`config.mk`:
```
export PLATFORM = sky130hd
export DESIGN_NAME = pal_pair_cmp
export DESIGN_NICKNAME = d
export VERILOG_FILES = /design/src/rtl/pal_pkg.sv /design/src/rtl/pal_pair_cmp.sv
export SDC_FILE = /design/constraint.sdc
export NUM_CORES = 1
export LEC_CHECK = 0
export CORE_AREA = 4 4 41 43
export DETAILED_ROUTE_END_ITERATION = 12
export DIE_AREA = 0 0 45 47
export PLACE_DENSITY = 0.55
export SLEW_MARGIN = 20
export SYNTH_ARGS = -nofsm -noshare
export SYNTH_HDL_FRONTEND = slang
export SYNTH_SLANG_ARGS = --single-unit
export TNS_END_PERCENT = 1
```
`constraint.sdc`:
```
create_clock -name vclk -period 2.06
set_input_delay 0.412 -clock vclk [all_inputs]
set_output_delay 0.412 -clock vclk [all_outputs]
set_load 0.1 [all_outputs]
```
`src/rtl/pal_pkg.sv`:
```
// Shared types and helpers for the palindrome stream checker.
// Holds the FSM state encoding and the length/index width helper.
package pal_pkg;

    typedef enum logic [1:0] {
        LOAD,
        CHECK,
        RESULT
    } state_t;

    // Width needed to hold a length in 0..max_len.
    function automatic int len_w(input int max_len);
        return $clog2(max_len + 1);
    endfunction

endpackage

```
`src/rtl/pal_pair_cmp.sv`:
```
// Compares up to LANES mirrored symbol pairs (lo+k vs hi-k) in one cycle.
// Ports: lo/hi window bounds, per-lane read data; mismatch, last_group out.
module pal_pair_cmp
    import pal_pkg::*;
#(
    parameter int WIDTH = 4,
    parameter int LANES = 1,
    parameter int LW    = 5
) (
    input  logic [LW-1:0]    lo,
    input  logic [LW-1:0]    hi,
    input  logic [WIDTH-1:0] lo_data [LANES],
    input  logic [WIDTH-1:0] hi_data [LANES],
    output logic             mismatch,
    output logic             last_group
);

    always_comb begin
        mismatch = 1'b0;
        for (int k = 0; k < LANES; k++) begin
            // lo+k < hi-k, rearranged so nothing can go negative
            if ((int'(lo) + 2 * k) < int'(hi)) begin
                if (lo_data[k] != hi_data[k]) begin
                    mismatch = 1'b1;
                end
            end
        end
    end

    // After stepping by LANES no pair with lo' < hi' would remain.
    assign last_group = (int'(lo) + 2 * LANES) >= int'(hi);

endmodule

```
==> metrics.md <==
| Metric | Value |
|---|---|
| VDD IR-drop max | `0.000213 V` |
| WL/cell | `11.2 µm` |
| HP Class | `input port to output pin` |
| Final instance area | `679 µm²` |
| I/O Buffers | `20` |
| Multi-input gate area | `382 µm²` |
| Slowest CP cell | `ha_4` |
| Core box area | `1300 µm²` |
| Hold path start | `lo[4]` |
| Tightest Pin Transition | `0.359 ns` |
| Layout clock buffers | `0` |
| # IOs | `20` |
| Final Cycle Share | `98.7%` |
| GPL Wtd Cong | `0.675` |
| Cell area after synthesis | `290 µm²` |
| Post-route minimum period | `2.03 ns` |
| Crit path from | `lo[1]` |
| Pwr dens | `326 nW/µm²` |
| CP peak stage delay | `0.27 ns` |
| Post-DP HPWL | `736 µm` |
| Routed WL | `852 µm` |
| Unrepaired setup endpoints after global routing | `true` |
| Max frequency | `492 MHz` |
| Residual DRC | `0` |
| Pins Over Slew Limit | `0` |
| Finished Layout Cells | `76` |
| Crit path max-delay family | `adder cells` |
| Rows | `13` |
| Diode count | `0` |
| Vias per cell | `4.38` |
| Synth Net Count | `63` |
| Average cell area after synthesis | `8.29 µm²` |
| Fillcell total | `133` |
| DP Cell Count | `74` |
| Most frequent cells in the layout | `10 x dlygate4sd2_1, 5 x ha_1, 5 x buf_4` |
| Max Cap Violations | `0` |
| Die area | `2120 µm²` |
| 1st-iter DRT viols | `1` |
| Post-synthesis sequential area ratio | `0%` |
| Layout area overhead | `134%` |
| Final Hold Vio Count | `0` |
| Crit path launch type | `input port` |
| Netlist cell types | `13` |
| Cts hold-fix bufs | `0` |
| Buf+Inv Stages, Crit Path | `3` |
| YS warnings | `0` |
| Nets | `91` |
| Arr. time, crit path | `1.62 ns` |
| Via count | `333` |
| Finished Core Util | `52.2%` |
| Overflow after GRT | `0` |
| Fraction of layout instances using a drive strength above 1 | `50.8%` |
| Most frequent CP cell | `ha_4` |
| Status | `complete, no violations` |
| FF+latch area | `0 µm²` |
| Initial Util | `22.3%` |
| Req. time, crit path | `1.65 ns` |
| Initial antenna violation count | `0` |
| Largest net degree at the start of global routing | `5` |
| Antenna Nets Post-Route | `0` |
| First-pass GRT wire length | `1.26 mm` |
| Finish-stage setup viols | `0` |
| DIE WIDTH | `45 µm` |
| Commonest non-fill, non-tap cell in the layout | `dlygate4sd2_1` |
| Drt first pass iters | `4` |
| WS Path Type | `input port to output pin` |
| Rel. slew slack | `75.8%` |
| Pleak | `0.321 nW` |
| Critical path peak fanout | `4` |
| Endpoint type of the worst setup path | `output pin` |
| Cell Chain, Critical Path | `buf_8 > ha_4 > xor2_4 > ha_4 > buf_6 > nand3_2 > o21ai_2 > buf_12` |
| Dpl cell area | `578 µm²` |
| Seq cells | `0` |
| Vias in the first global route | `306` |
| All-Layer GR Usage | `7.95%` |
| Die H | `47 µm` |
| Syn Inst Count | `35` |
## routing by layer
metal / global-route usage (%) / share of wire (%)
met1: 8.56 / 40
met2: 16.7 / 48
met3: 1.53 / 12
met4: 0 / 0
met5: 0 / 0
## final cells by class
type | count | share of cell area, %
Inverter | 6 | 3.31
Multi-Input combinational cell | 29 | 56.2
Tap cell | 15 | 2.76
Timing Repair Buffer | 26 | 37.8
## worst paths after layout
kind	end	slack [ns]	cells after the start
worst max-delay path	last_group	0.03	8
worst min-delay path	mismatch	1.38	6
## where the power goes
group | internal [W] | total (W) | switching [W]
Sequential | 0 | 0 | 0
Combinational | 0.000109 | 0.000222 | 0.000113
Clock | 0 | 0 | 0
## synthesized netlist by cell type
cell type   n  area [µm²]
a21o_1      2        15.0
a21oi_1     3        15.0
a31o_2      1        8.76
a31oi_1     1        6.26
ha_1       10         125
inv_1       6        22.5
nand2b_1    1        6.26
nand3_1     2        10.0
o21ai_0     1        5.00
o21bai_1    1        7.51
o41ai_2     1        16.3
xnor2_1     1        8.76
xor2_1      5        43.8
## repair_timing
item,4_1_cts,5_1_grt
endpoints found under the setup margin,2,2
buffers inserted,1,1
resized for setup,45,4
pin swaps,14,8
cloned,0,0
hold endpoints to repair,0,0
## worst min-delay path: cells and delay by family
kind                     cells  cell delay [ns]
AO/OA/AOI/OAI                3             0.13
adder cells (fa/ha/maj)      1             0.13
buffers and inverters        2             0.28
## cells by family after synthesis
family                     after synthesis  share of synthesized area (%)
AOI/OAI and AO/OA                       10                           25.4
adders and majority gates               10                           43.1
xor gates and xnor gates                 6                           18.1
buffers and inverters                    6                           7.76
and+or+nand+nor                          3                           5.60
## stage by stage
step | setup TNS, ns | hold WS [ns] | setup WS, ns | total power [W]
after floorplan | -0.289 | 1.17 | -0.289 | 0.000108
after global placement | -0.796 | 1.73 | -0.478 | 0.000195
after detailed placement | -0.841 | 1.72 | -0.497 | 0.000196
after global routing | -0.00686 | 1.41 | -0.00439 | 0.000235
after CTS | -0.0188 | 1.42 | -0.0188 | 0.000221
final | 0 | 1.38 | 0.0262 | 0.000222
Note: power is estimated with default switching activity, not from simulation.
